[src/rtl/pixel_pkg.sv]
// Shared types and defaults for the pixel output path.
// Colour width, batch width and raster geometry live here so every block agrees on them.
package pixel_pkg;

  localparam int RGB_SIZE    = 24;
  localparam int NUM_ENGINES = 12;
  localparam int X_SIZE      = 640;
  localparam int Y_SIZE      = 480;

  typedef logic [RGB_SIZE-1:0]  rgb_t;
  typedef rgb_t [NUM_ENGINES-1:0] rgb_batch_t;

  typedef enum logic {
    S_EMPTY = 1'b0,
    S_DRAIN = 1'b1
  } ser_state_e;

  // Counter width that stays legal for degenerate sizes of 1.
  function automatic int cw(input int n);
    return (n > 1) ? $clog2(n) : 1;
  endfunction

endpackage

[src/rtl/raster_counter.sv]
// Raster position tracker: x/y counters advanced once per pixel transfer,
// with start-of-frame, end-of-line and end-of-frame decodes.
module raster_counter
  import pixel_pkg::*;
#(
  parameter int X_SIZE = pixel_pkg::X_SIZE,
  parameter int Y_SIZE = pixel_pkg::Y_SIZE,
  localparam int XW = cw(X_SIZE),
  localparam int YW = cw(Y_SIZE)
) (
  input  logic          clk,
  input  logic          rst_n,
  input  logic          advance_i,
  output logic [XW-1:0] x_o,
  output logic [YW-1:0] y_o,
  output logic          sof_o,
  output logic          eol_o,
  output logic          frame_end_o
);

  localparam logic [XW-1:0] X_LAST = XW'(X_SIZE - 1);
  localparam logic [YW-1:0] Y_LAST = YW'(Y_SIZE - 1);

  logic [XW-1:0] x_q, x_d;
  logic [YW-1:0] y_q, y_d;

  always_comb begin
    x_d = x_q;
    y_d = y_q;
    if (advance_i) begin
      if (x_q == X_LAST) begin
        x_d = '0;
        y_d = (y_q == Y_LAST) ? '0 : y_q + 1'b1;
      end else begin
        x_d = x_q + 1'b1;
      end
    end
  end

  always_ff @(posedge clk or negedge rst_n) begin
    if (!rst_n) begin
      x_q <= '0;
      y_q <= '0;
    end else begin
      x_q <= x_d;
      y_q <= y_d;
    end
  end

  assign x_o         = x_q;
  assign y_o         = y_q;
  assign sof_o       = (x_q == '0) && (y_q == '0);
  assign eol_o       = (x_q == X_LAST);
  assign frame_end_o = (x_q == X_LAST) && (y_q == Y_LAST);

endmodule

[src/rtl/pixel_serializer.sv]
// Takes a batch of NUM_ENGINES colours per handshake and streams them one pixel
// per clock in raster order, tagging start-of-frame and end-of-line.
module pixel_serializer
  import pixel_pkg::*;
#(
  parameter int RGB_SIZE    = pixel_pkg::RGB_SIZE,
  parameter int NUM_ENGINES = pixel_pkg::NUM_ENGINES,
  parameter int X_SIZE      = pixel_pkg::X_SIZE,
  parameter int Y_SIZE      = pixel_pkg::Y_SIZE
) (
  input  logic                                 clk,
  input  logic                                 rst_n,
  input  logic                                 in_valid,
  output logic                                 in_ready,
  input  logic [NUM_ENGINES-1:0][RGB_SIZE-1:0] in_rgb,
  output logic [RGB_SIZE-1:0]                  out_data,
  output logic                                 out_valid,
  input  logic                                 out_ready,
  output logic                                 out_sof,
  output logic                                 out_eol
);

  localparam int IW = cw(NUM_ENGINES);
  localparam int XW = cw(X_SIZE);
  localparam int YW = cw(Y_SIZE);
  localparam logic [IW-1:0] IDX_LAST = IW'(NUM_ENGINES - 1);

  ser_state_e                           state_q;
  logic [NUM_ENGINES-1:0][RGB_SIZE-1:0] buf_q;
  logic [IW-1:0]                        idx_q;

  logic          full, xfer, last_slot, accept, frame_end;
  logic [XW-1:0] unused_x;
  logic [YW-1:0] unused_y;

  assign full      = (state_q == S_DRAIN);
  assign xfer      = full && out_ready;
  // A frame ends mid-batch when the frame size is not a multiple of the batch.
  assign last_slot = (idx_q == IDX_LAST) || frame_end;
  assign in_ready  = !full || (xfer && last_slot);
  assign accept    = in_valid && in_ready;

  always_ff @(posedge clk or negedge rst_n) begin
    if (!rst_n) begin
      state_q <= S_EMPTY;
      idx_q   <= '0;
      buf_q   <= '0;
    end else begin
      case (state_q)
        S_EMPTY: begin
          if (accept) begin
            buf_q   <= in_rgb;
            idx_q   <= '0;
            state_q <= S_DRAIN;
          end
        end
        S_DRAIN: begin
          if (xfer) begin
            if (last_slot) begin
              idx_q <= '0;
              if (in_valid) begin
                buf_q <= in_rgb;
              end else begin
                state_q <= S_EMPTY;
              end
            end else begin
              idx_q <= idx_q + 1'b1;
            end
          end
        end
        default: state_q <= S_EMPTY;
      endcase
    end
  end

  raster_counter #(
    .X_SIZE(X_SIZE),
    .Y_SIZE(Y_SIZE)
  ) u_raster (
    .clk        (clk),
    .rst_n      (rst_n),
    .advance_i  (xfer),
    .x_o        (unused_x),
    .y_o        (unused_y),
    .sof_o      (out_sof),
    .eol_o      (out_eol),
    .frame_end_o(frame_end)
  );

  assign out_valid = full;
  assign out_data  = buf_q[idx_q];

endmodule

[config.mk]
export PLATFORM = sky130hd
export DESIGN_NAME = pixel_serializer
export DESIGN_NICKNAME = d
export VERILOG_FILES = /design/src/rtl/pixel_pkg.sv /design/src/rtl/raster_counter.sv /design/src/rtl/pixel_serializer.sv
export SDC_FILE = /design/constraint.sdc
export NUM_CORES = 1
export LEC_CHECK = 0
export BUFFER_PORTS_ARGS = -buffer_cell sky130_fd_sc_hd__buf_2
export CAP_MARGIN = 20
export CORE_MARGIN = 2
export CORE_UTILIZATION = 59
export DETAILED_ROUTE_END_ITERATION = 10
export GPL_TIMING_DRIVEN = 0
export PLACE_DENSITY = 0.93
export SLEW_MARGIN = 20
export SYNTH_ARGS = -nofsm -noshare
export SYNTH_HDL_FRONTEND = slang
export SYNTH_HIERARCHICAL = 1
export SYNTH_SLANG_ARGS = --single-unit
[constraint.sdc]
create_clock -name clk -period 6.5 [get_ports clk]
set_input_delay 0.975 -clock clk [delete_from_list [all_inputs] [get_ports clk]]
set_output_delay 0.975 -clock clk [all_outputs]
set_load 0.02 [all_outputs]
### Word level (Yosys, flattened, before mapping)

Index checks and enable logic that the tools add are counted.

| word-level totals | value |
|---|---|
| bits in registers | 312 |
| bits of input ports | 292 |

| cells by class | value |
|---|---|
| add/subtract/negate cells | 3 |
| $lt $le $gt $ge | 1 |
| eq/ne operators | 7 |
| muxes and demuxes | 18 |
| bitwise gates (word level) | 1 |
| reductions and logical operators | 13 |

Operator list:

| cell | number |
|---|---|
| 2-to-1 mux 288 bit | 4 |
| one-hot mux 288 bit (2 select lines) | 1 |
| binary-select mux 24 bit (select 4 bit) | 1 |
| 2-to-1 mux 24 bit | 1 |
| 2-to-1 mux 4 bit | 3 |
| adder 10 x 1 -> 10 bit (second input constant) | 1 |
| == test 10 bit (second input constant) | 1 |
| zero test 10 bit | 1 |
| 2-to-1 mux 10 bit | 1 |
| adder 9 x 1 -> 9 bit (second input constant) | 1 |
| == test 9 bit (second input constant) | 1 |
| zero test 9 bit | 1 |
| 2-to-1 mux 9 bit | 1 |
| one-hot mux 4 bit (2 select lines) | 1 |
| logical AND 1 bit | 5 |
| less-than comparator 4 x 5 -> 1 bit (second input constant) | 1 |
| adder 4 x 1 -> 4 bit (second input constant) | 1 |
| == test 4 bit (second input constant) | 1 |
| 2-to-1 mux 1 bit | 4 |
| inequality test 2 x 1 -> 1 bit (second input constant) | 2 |
| inequality test 2 bit (second input constant) | 2 |
| AND reduction 2 bit | 2 |
| AND reduction 4 bit | 1 |
| logical OR 1 bit | 2 |
| 3 further kinds | 3 |

### Longest topological paths before layout

Gate-level depths: netlist of the first run.

| depth | value |
|---|---|
| depth after elaboration | 8 |
| mapped depth | 9 |
| gate-level depth less buffers | 7 |

### Cells and area by module

The synthesis of the first run kept the hierarchy.

By module, submodules not included:

| module | instances | cells an instance | area each (sq um) | sequential area each (sq um) |
|---|---|---|---|---|
| pixel_serializer | 1 | 861 | 13255.2 | 7332.0 |
| raster_counter | 1 | 107 | 1028.5 | 475.5 |

### Least setup slack after synthesis of the first run

OpenSTA, ideal clock, no wires.

| timing | value |
|---|---|
| path kind | reg-to-output |
| from | register idx_q[0] |
| to | output port out_data[10] |
| data arrival time | 1.795 ns |
| setup slack | 3.730 ns |
| stages on the path, launching flop included | 7 |
| cell sequence | dfrtp_1 > buf_2 > buf_2 > buf_2 > mux2_2 > o22ai_1 > o31ai_1 |

| between the ends | value |
|---|---|
| cells in the longest elaborated chain, start to end | 2 |

Ends and longest elaborated chain:

| element | line | source |
|---|---|---|
| start: declaration | pixel_serializer.sv:30 | `logic [IW-1:0] idx_q;` |
| start signal: assignment | pixel_serializer.sv:67 | `idx_q <= idx_q + 1'b1;` |
| binary-select mux 24 bit (select 4 bit) | pixel_serializer.sv:91 | `assign out_data = buf_q[idx_q];` |
| 2-to-1 mux 24 bit (not written as such) | pixel_serializer.sv:91 |  |
| end: declaration | pixel_serializer.sv:16 | `output logic [RGB_SIZE-1:0] out_data,` |

No other way between the ends. The select of a mux whose other input is x is not followed.

### Worst setup path in the final report of the first run

| timing | value |
|---|---|
| from | register idx_q[1] |
| to | output port out_data[6] |

The elaborated chain is that of the path after synthesis.

==> flow_summary_export.csv, run 1 <==
group,metric,value,unit
run_status,outcome,"finished, final reports clean",
clocking,cts_htree_levels,2,
clocking,cts_buffer_depth,3,
global_route,grtUsageTotal,33.79,%
setup_path,critPathRequiredTime,5.52,ns
clocking,cts_resized,0,
timing,holdWs,0.3688,ns
logic_synthesis,yosys.area_share.simple,3.732,%
logic_synthesis,synth_top_cell_by_area,"dfrtp_1",
detailed_routing,routed_wl,42.46,mm
power,power_density,477.0,mW/mm²
clocking,clockRootBuffer,"clkbuf_16",
place,io_buffers,319,
logic_synthesis,syn-num-nets,1265,
timing,worst_pin_slew,0.8307,ns
place,globalplace.congestion,0.8430,
setup_path,cp-start-kind,"flop",
timing,rsz0062_at_grt,"no",
layout,mostFrequentLayoutCell,"buf_2",
logic_synthesis,ys_seq_area_share,54.66,%
timing,drv_slew,0,
logic_synthesis,synthXorXnorAreaFrac,0.6132,%
logic_synthesis,avgSynthCellArea,14.76,µm²
logic_synthesis,synth.distinct_cells,40,
clocking,insertion_delay,0.51,ns
layout,areaGrowthSynthToFinish,23.52,%
logic_synthesis,synth-adder-area-share,0.4380,%
logic_synthesis,async_reset_ff_share,100.0,%
setup_path,r2r-start,"u_raster/y_o[0]",
layout,fin_cells,1686,
clocking,cts_buffers,34,
detailed_routing,routedWlPerCell,25.19,µm
setup_path,critPathBufInv,4,
timing,fin_tns_setup,0,ns
setup_path,slowest_stage,"clkbuf_1",
logic_synthesis,synth_mux_area_share,34.23,%
floorplanning,die-area,0.02547,mm²
setup_path,path_delay_family,"buffers and inverters",
clocking,cts_num_sinks,312,
clocking,cts_tree,"built",
clocking,clk_pin_slew,0.06,ns
layout,layout_common_cells,"buf_2 (332), dfrtp_1 (312), mux2_1 (220)",
global_route,grt_pass1_wl,64.66,mm
setup_path,critical_path_class,"flop to output pin",
layout,final_layout_size_suffix_gt1_share,43.49,%
timing,hold_viol_final,0,
setup_path,rr_endpoint,"buf_q[65]",
clocking,post_cts_buffers,0,
logic_synthesis,yosys_warnings,6,
setup_path,cpPeakStageDelay,0.48,ns
timing,fin_crit_sh,63.58,%
detailed_routing,via_per_inst,6.017,
setup_path,crit_fanout,10,
power,ir_drop,0.0003352,V
power,power,8.416,mW
flow_run,drv_cap,0,
detailed_routing,vias,10140,
floorplanning,core,0.02361,mm²
global_route,grt_pass1_vias,11180,
logic_synthesis,synth_top_family_by_area,"multiplexers",
setup_path,r2r_cells,9,
floorplanning,die_h,159.6,µm
logic_synthesis,netlist.area_leader.share,54.66,%
logic_synthesis,synth_compound_area_share,3.285,%
timing,clock.fmax,242.0,MHz
setup_path,end_kind,"output pin",
detailed_routing,ant_nets,0,
logic_synthesis,synthTopCellsByArea,"dfrtp_1 (55%), mux2_1 (17%), mux2_2 (9.1%)",
place,dp_cells,1609,
logic_synthesis,synth_edf_count,0,
logic_synthesis,synth-main-ff-cell,"dfrtp_1",
detailed_routing,drt_iter0_markers,587,
place,hpwl,30.87,mm
logic_synthesis,synthCells,968,
setup_path,r2r_slack,3.51,ns
logic_synthesis,synth-seq-cells,312,
setup_path,critical_path.cell_chain,"clkbuf_1, nand2b_1, clkbuf_1, clkbuf_1, o22ai_1, o31ai_1, buf_2",
setup_path,cpMostUsedCell,"clkbuf_1",
global_route,grt_max_degree,104,
detailed_routing,drt_pass1_iterations,5,
setup_path,arrival,3.16,ns
floorplanning,dieWidth,159.6,µm
floorplanning,initial_core_util,60.49,%
timing,setup_violations,0,
timing,min_period,4.133,ns
clocking,cts-hold-fix-buffers,0,
floorplanning,rows,56,
global_route,globalRouteOverflowTotal,0,
global_route,antenna_found_initial,14,
min_path,hold_class,"input port to asynchronous set/reset pin",
floorplanning,io_pins,320,
logic_synthesis,synth.cell_area,0.01428,mm²
timing,slew_headroom,44.62,%
detailed_routing,drc,0,
power,p_leak,8.184,nW
timing,fin_skew,0.01504,ns
layout,nNetsFinal,1623,
[where the power goes]
part	internal (mW)	total [mW]	switching, mW
clock network	1.32	2.11	0.796
logic	1.45	2.95	1.50
registers	2.85	3.35	0.501
total	5.61	8.42	2.80
[routing by layer]
layer	share of wire [%]	vias up	routed length [µm]	GRT usage [%]
met5	0.057	-	24	0
met4	5.1	4	2156	15.95
met3	7.9	135	3336	8.440
met2	50	491	21040	57.02
met1	37	5215	15900	41.06
li1	-	4299	-	-
[cell usage after synthesis, types with 4 or more instances]
cell	instances
buf_2	14
buf_4	15
buf_6	12
clkbuf_1	20
dfrtp_1	312
ha_1	5
inv_1	8
mux2_1	220
mux2_2	116
mux4_2	48
nand2_1	40
nand3_1	11
nand4_1	6
nor2_1	30
nor3_1	6
o21ai_0	11
o22ai_1	24
o31ai_1	25
xnor2_1	6
xor2_1	4
[flip-flops by register name, indices dropped and copies added (netlist names)]
register      count
u_raster/x_o     10
buf_q           288
idx_q             4
out_valid         1
u_raster/y_o      9
[metrics by stage]
stage / worst slack [ns] / utilization, % / cell area [µm²]
after detailed placement: 2.951 / 69.34 / 16370
after global routing: 2.278 / 74.68 / 17630
final: 2.367 / 74.72 / 17640
after floorplan: 3.730 / - / 14280
after CTS: 2.419 / 74.56 / 17610
after global placement: -1.178 / 68.94 / 16280
[cell families after synthesis]
family | count (synthesis)
muxes | 386
adders and majority gates | 5
AOI/OAI and AO/OA | 70
xor gates and xnor gates | 10
buffers and inverters | 72
DFF | 312
and+or+nand+nor | 113
[worst max path at each step]
stage	cells past startpoint	slack (ns)	from	to
6_report	7	2.37	idx_q[1]	out_data[6]
3_3_place_gp	1	-1.18	rst_n	buf_q[63]
2_1_floorplan	6	3.73	idx_q[0]	out_data[10]
3_5_place_dp	6	2.95	idx_q[2]	out_data[6]
5_1_grt	7	2.28	idx_q[1]	out_data[6]
4_1_cts	7	2.42	idx_q[1]	out_data[6]
[layout make-up]
type | instances | area [µm²]
inverters | 8 | 30.03
well taps | 319 | 399.1
clock buffers | 50 | 1045
diodes | 15 | 37.54
plain buffers | 64 | 404.1
multi-input cells | 584 | 6042
fillers | 1452 | 5969
repair buffers | 322 | 1689
clock inverters | 12 | 188.9
flip-flops and latches | 312 | 7807
No activity file was read; power rests on OpenSTA's default activity.
==> inputs of run 2 (changes only) <==
--- a/config.mk
+++ b/config.mk
@@ -8,10 +8,10 @@
 export BUFFER_PORTS_ARGS = -buffer_cell sky130_fd_sc_hd__buf_2
 export CAP_MARGIN = 20
 export CORE_MARGIN = 2
-export CORE_UTILIZATION = 59
+export CORE_UTILIZATION = 49
 export DETAILED_ROUTE_END_ITERATION = 10
 export GPL_TIMING_DRIVEN = 0
-export PLACE_DENSITY = 0.93
+export PLACE_DENSITY = 0.83
 export SLEW_MARGIN = 20
 export SYNTH_ARGS = -nofsm -noshare
 export SYNTH_HDL_FRONTEND = slang
==> constraint.sdc (replaced) <==
create_clock -name clk -period 3.5 [get_ports clk]
set_input_delay 0.525 -clock clk [delete_from_list [all_inputs] [get_ports clk]]
set_output_delay 0.525 -clock clk [all_outputs]
set_load 0.02 [all_outputs]
==> flow_summary_export.csv, run 2 (same netlist as run 1, synthesis figures left out) <==
group,metric,value,unit
detailed_routing,vias,9768,
timing,worst_pin_slew,0.8091,ns
detailed_routing,drt_iter0_markers,588,
timing,hold_viol_final,0,
detailed_routing,drc,0,
place,hpwl,30.89,mm
floorplanning,io_pins,320,
floorplanning,dieWidth,174.7,µm
clocking,clockRootBuffer,"clkbuf_16",
timing,clock.fmax,299.2,MHz
global_route,grt_pass1_vias,10610,
power,power_density,864.5,mW/mm²
global_route,antenna_found_initial,18,
detailed_routing,routedWlPerCell,23.74,µm
global_route,grt_pass1_wl,62.56,mm
clocking,clk_pin_slew,0.06,ns
timing,min_period,3.343,ns
min_path,hold_depth,2,
layout,layout_common_cells,"buf_2 (332), dfrtp_1 (312), mux2_1 (220)",
flow_run,drv_cap,0,
min_path,hold_class,"input port to flop",
setup_path,critical_path_class,"flop to output pin",
run_status,outcome,"finished, final reports clean",
timing,setup_violations,0,
clocking,cts_num_sinks,312,
floorplanning,die-area,0.03053,mm²
global_route,grtUsageTotal,27.41,%
clocking,post_cts_buffers,0,
floorplanning,initial_core_util,49.76,%
power,p_leak,8.163,nW
detailed_routing,via_per_inst,5.579,
detailed_routing,routed_wl,41.57,mm
timing,fin_skew,0.01319,ns
clocking,insertion_delay,0.51,ns
layout,fin_area,0.01766,mm²
clocking,cts_buffer_depth,3,
setup_path,r2r_cells,9,
layout,mostFrequentLayoutCell,"buf_2",
clocking,cts_buffers,34,
layout,largest_reg_flops,288,
global_route,grt_max_degree,101,
power,power,15.26,mW
floorplanning,rows,62,
clocking,cts_htree_levels,2,
setup_path,end_kind,"output pin",
timing,fin_crit_sh,95.51,%
timing,rsz0062_at_grt,"yes",
power,ir_drop,0.0004989,V
layout,largest-register,"buf_q",
setup_path,crit_fanout,10,
layout,nNetsFinal,1624,
place,globalplace.congestion,0.8157,
setup_path,cp-start-kind,"flop",
timing,slew_headroom,46.06,%
layout,final_layout_size_suffix_gt1_share,43.93,%
place,place_area,0.01645,mm²
clocking,cts_tree,"built",
global_route,globalRouteOverflowTotal,0,
detailed_routing,drt_pass1_iterations,7,
detailed_routing,ant_nets,0,
place,io_buffers,319,
floorplanning,core,0.02870,mm²
timing,drv_slew,0,
floorplanning,die_h,174.7,µm
setup_path,arrival,2.82,ns
setup_path,critPathRequiredTime,2.97,ns
layout,areaGrowthSynthToFinish,23.61,%
## run 2: power breakdown
group | leakage [nW] | switching, mW | internal [mW]
combinational | 3.79 | 2.75 | 2.70
clock | 0.560 | 1.46 | 2.19
sequential | 3.81 | 0.869 | 5.29
total | 8.16 | 5.08 | 10.2
## run 2: repair_timing
action	CTS	global route
resized for setup	5	10
endpoints found under the hold margin	23	0
hold buffers	1	0
endpoints found under the setup margin	11	5
pin swaps	0	0
## run 2: routing by layer
layer | GRT usage [%] | vias up | wire (µm)
li1 | - | 4299 | -
met1 | 35.01 | 4989 | 16770
met2 | 45.83 | 369 | 20510
met3 | 6.070 | 105 | 2704
met4 | 10.63 | 6 | 1541
met5 | 0 | - | 37
## run 2: worst paths after layout
kind                                 start          end  slack (ns)
max                               idx_q[1]  out_data[9]        0.16
min                             in_rgb[83]    buf_q[83]        0.22
max reg2reg                u_raster/y_o[0]    buf_q[63]        0.45
min reg2reg                     buf_q[110]   buf_q[110]        0.48
max in group asynchronous            rst_n   buf_q[160]        1.76
min in group asynchronous            rst_n   buf_q[227]        0.44
## run 2: worst max-delay path: stages (launching register included)
cell      delay [ns]
dfrtp_1         0.36
clkbuf_1        0.29
clkbuf_1        0.64
mux4_2          0.36
nor2_1          0.04
o31ai_1         0.37
buf_2           0.25
## run 2: through the flow
step / util (%) / instances / worst slack (ns) / hold WS, ns / setup TNS [ns]
CTS: 61.32 / 1736 / 0.03313 / 0.2133 / 0
finish: 61.51 / 1751 / 0.1573 / 0.2238 / 0
detailed placement: 57.32 / 1674 / 0.3660 / 0.3891 / 0
global route: 61.50 / 1750 / -0.01102 / 0.2128 / -0.01102
global placement: 57.00 / 1671 / -3.882 / 0.4612 / -1199.02
floorplan: - / 968 / 1.126 / 0.2294 / 0
## run 2: final cells by class
cell class / instances / area, µm²
Fill cell: 2264 / 11050
Sequential cell: 312 / 7807
Multi-Input combinational cell: 584 / 6055
Timing Repair Buffer: 323 / 1699
Clock buffer: 50 / 992.2
Tap cell: 384 / 480.5
Buffer: 64 / 416.7
Clock inverter: 11 / 137.6
Antenna cell: 15 / 37.54
Inverter: 8 / 30.03
==> inputs of run 3 (changes only) <==
--- a/config.mk
+++ b/config.mk
@@ -5,13 +5,14 @@
 export SDC_FILE = /design/constraint.sdc
 export NUM_CORES = 1
 export LEC_CHECK = 0
+export ABC_AREA = 1
 export BUFFER_PORTS_ARGS = -buffer_cell sky130_fd_sc_hd__buf_2
 export CAP_MARGIN = 20
 export CORE_MARGIN = 2
-export CORE_UTILIZATION = 49
+export CORE_UTILIZATION = 51
 export DETAILED_ROUTE_END_ITERATION = 10
 export GPL_TIMING_DRIVEN = 0
-export PLACE_DENSITY = 0.83
+export PLACE_DENSITY = 0.84
 export SLEW_MARGIN = 20
 export SYNTH_ARGS = -nofsm -noshare
 export SYNTH_HDL_FRONTEND = slang
==> flow_summary_export.csv, run 3 <==
group,metric,value,unit
logic_synthesis,synth-seq-cells,312,
min_path,hold_depth,3,
timing,setup_slack,0.01049,ns
place,io_buffers,319,
floorplanning,rows,65,
run_status,outcome,"finished, final reports clean",
logic_synthesis,synth_edf_count,0,
logic_synthesis,synthCells,2251,
global_route,grt_pass1_vias,16350,
logic_synthesis,synthTopCellsByArea,"dfrtp_1 (47%), nand2_1 (21%), nand4_1 (11%)",
place,globalplace.congestion,1.033,
logic_synthesis,avgSynthCellArea,7.347,µm²
clocking,cts_tree,"built",
floorplanning,core,0.03172,mm²
setup_path,slowest_stage,"buf_1",
global_route,antenna_found_initial,0,
power,power_density,814.2,mW/mm²
place,hpwl,43.79,mm
setup_path,r2r_cells,12,
floorplanning,initial_core_util,52.14,%
layout,multi_input_area,0.007129,mm²
setup_path,r2r_slack,0.98,ns
logic_synthesis,syn-num-nets,2548,
detailed_routing,drt_pass1_iterations,6,
power,swShare,42.76,%
setup_path,r2r-start,"u_raster/y_o[1]",
logic_synthesis,ys_seq_area_share,47.21,%
logic_synthesis,synth-main-ff-cell,"dfrtp_1",
setup_path,critPathBufInv,4,
layout,mostFrequentLayoutCell,"nand2_1",
global_route,globalRouteOverflowTotal,0,
setup_path,end_kind,"output pin",
power,pwr-share-comb,40.5,%
detailed_routing,ant_nets,0,
global_route,grtUsageTotal,33.90,%
floorplanning,dieWidth,184.1,µm
clocking,clk_pin_slew,0.07,ns
setup_path,critical_path.cell_chain,"buf_2, buf_2, buf_1, nand3_1, nand3_1, nand3_1, nand2_1, buf_2",
setup_path,critical_path_class,"flop to output pin",
clocking,cts_buffers,34,
timing,rsz0062_at_grt,"no",
logic_synthesis,async_reset_ff_share,100.0,%
timing,hold_viol_final,0,
timing,fin_tns_setup,0,ns
timing,drv_slew,0,
power,ir_drop,0.0006116,V
power,p_leak,11.06,nW
layout,fin_cells,3034,
setup_path,arrival,2.96,ns
clocking,cts_htree_levels,2,
layout,areaGrowthSynthToFinish,20.30,%
logic_synthesis,synth_top_cell_by_area,"dfrtp_1",
setup_path,rr_endpoint,"buf_q[88]",
layout,largest_reg_flops,288,
detailed_routing,drt_iter0_markers,1802,
setup_path,crit_fanout,10,
detailed_routing,vias,17240,
logic_synthesis,netlist.area_leader.share,47.21,%
timing,worst_pin_slew,0.9001,ns
timing,setup_violations,0,
min_path,min_from,"in_rgb[207]",
flow_run,drv_cap,0,
detailed_routing,via_per_inst,5.683,
timing,min_period,3.490,ns
floorplanning,io_pins,320,
power,power,16.20,mW
logic_synthesis,post-synth-top-count-cell,"nand2_1",
layout,layout_common_cells,"nand2_1 (918), buf_2 (394), dfrtp_1 (312)",
clocking,insertion_delay,0.52,ns
power,clkPwrFrac,23.1,%
timing,clock.fmax,286.6,MHz
layout,seq_area,0.007807,mm²
global_route,grt_max_degree,101,
clocking,clockRootBuffer,"clkbuf_16",
timing,fin_skew,0.01806,ns
logic_synthesis,synth.distinct_cells,30,
power,power_frac_seq,36.3,%
detailed_routing,drc,0,
detailed_routing,routedWlPerCell,19.07,µm
global_route,grt_pass1_wl,87.49,mm
power,p_switching,6.926,mW
setup_path,cp-start-kind,"flop",
place,pre_cts_ws,0.7596,ns
layout,fill_cells,2844,
detailed_routing,routed_wl,57.86,mm
min_path,hold_end,"buf_q[207]",
timing,holdWs,0.2596,ns
clocking,cts-hold-fix-buffers,1,
floorplanning,die-area,0.03388,mm²
layout,antennaDiodeCount,0,
place,dp_cells,2975,
setup_path,critPathRequiredTime,2.97,ns
power,internal_power,9.271,mW
floorplanning,die_h,184.1,µm
setup_path,path_delay_family,"buffers and inverters",
timing,fin_crit_sh,99.70,%
clocking,post_cts_buffers,0,
timing,slew_headroom,39.99,%
setup_path,cpPeakStageDelay,0.60,ns
clocking,cts_resized,0,
logic_synthesis,synth_common_cells,"nand2_1 (918), dfrtp_1 (312), nand4_1 (291), inv_1 (176), nand3_1 (156)",
min_path,hold_class,"input port to flop",
logic_synthesis,yosys_warnings,6,
layout,largest-register,"buf_q",
layout,nNetsFinal,2907,
clocking,cts_num_sinks,312,
layout,final_layout_size_suffix_gt1_share,18.77,%
clocking,cts_buffer_depth,3,
logic_synthesis,synth.cell_area,0.01654,mm²
[run 3: worst max path at each step]
stage                     depth (start not counted)  startpoint           end  slack, ns
after floorplan                                   8    idx_q[1]  out_data[10]       1.57
after global placement                            1       rst_n    buf_q[213]      -3.75
after detailed placement                          8    idx_q[0]  out_data[10]       0.76
after CTS                                         8    idx_q[1]  out_data[10]       0.20
after global routing                              8    idx_q[1]  out_data[10]       0.07
final                                             8    idx_q[1]  out_data[13]       0.01
[run 3: worst reg2reg max path, cell delays in order, from the launching register on]
cell,delay [ns]
dfrtp_1,0.37
ha_1,0.17
nand2_1,0.11
nor2_2,0.21
nand3_1,0.20
nor2_1,0.25
inv_1,0.11
nand3_2,0.13
buf_6,0.18
buf_6,0.22
buf_4,0.20
nand4_1,0.18
nand2_1,0.14
[run 3: cells by family after synthesis]
| kind of cell | count (synthesis) | synth area share [%] |
|---|---|---|
| DFF | 312 | 47.21 |
| buffers and inverters | 361 | 9.677 |
| adders and majority gates | 5 | 0.3783 |
| xor gates and xnor gates | 7 | 0.3707 |
| and+or+nand+nor | 1481 | 39.73 |
| AOI/OAI and AO/OA | 85 | 2.633 |
[run 3: area by class of cell]
type | count | area share (%)
inverters | 177 | 3.340
well taps | 402 | 2.528
multi-input cells | 1578 | 35.84
flip-flops and latches | 312 | 39.25
repair buffers | 323 | 8.541
plain buffers | 184 | 4.704
clock buffers | 49 | 5.182
clock inverters | 9 | 0.6226
[run 3: power by group through the flow]
stage          clock, mW  sequential (mW)  combinational [mW]
2_1_floorplan          0             5.59                4.09
3_3_place_gp           0             5.83                6.15
3_5_place_dp           0             5.88                6.32
4_1_cts             3.75             5.85                6.39
5_1_grt             3.91             6.01                7.18
6_report            3.75             5.89                6.56
[run 3: metrics by stage]
stage | cell area, µm² | util [%]
2_1_floorplan | 16540 | -
3_3_place_gp | 18640 | 58.76
5_1_grt | 19890 | 62.72
3_5_place_dp | 18730 | 59.05
6_report | 19890 | 62.72
4_1_cts | 19890 | 62.72
[run 3: layer usage]
layer  up-vias  routed length, µm  GRT usage [%]
met2       956              26190          53.93
met3       180               5775          6.359
li1       8019                  -              -
met1      8088              23280          45.53
met5         -                  0              0
met4         0               2607          14.72
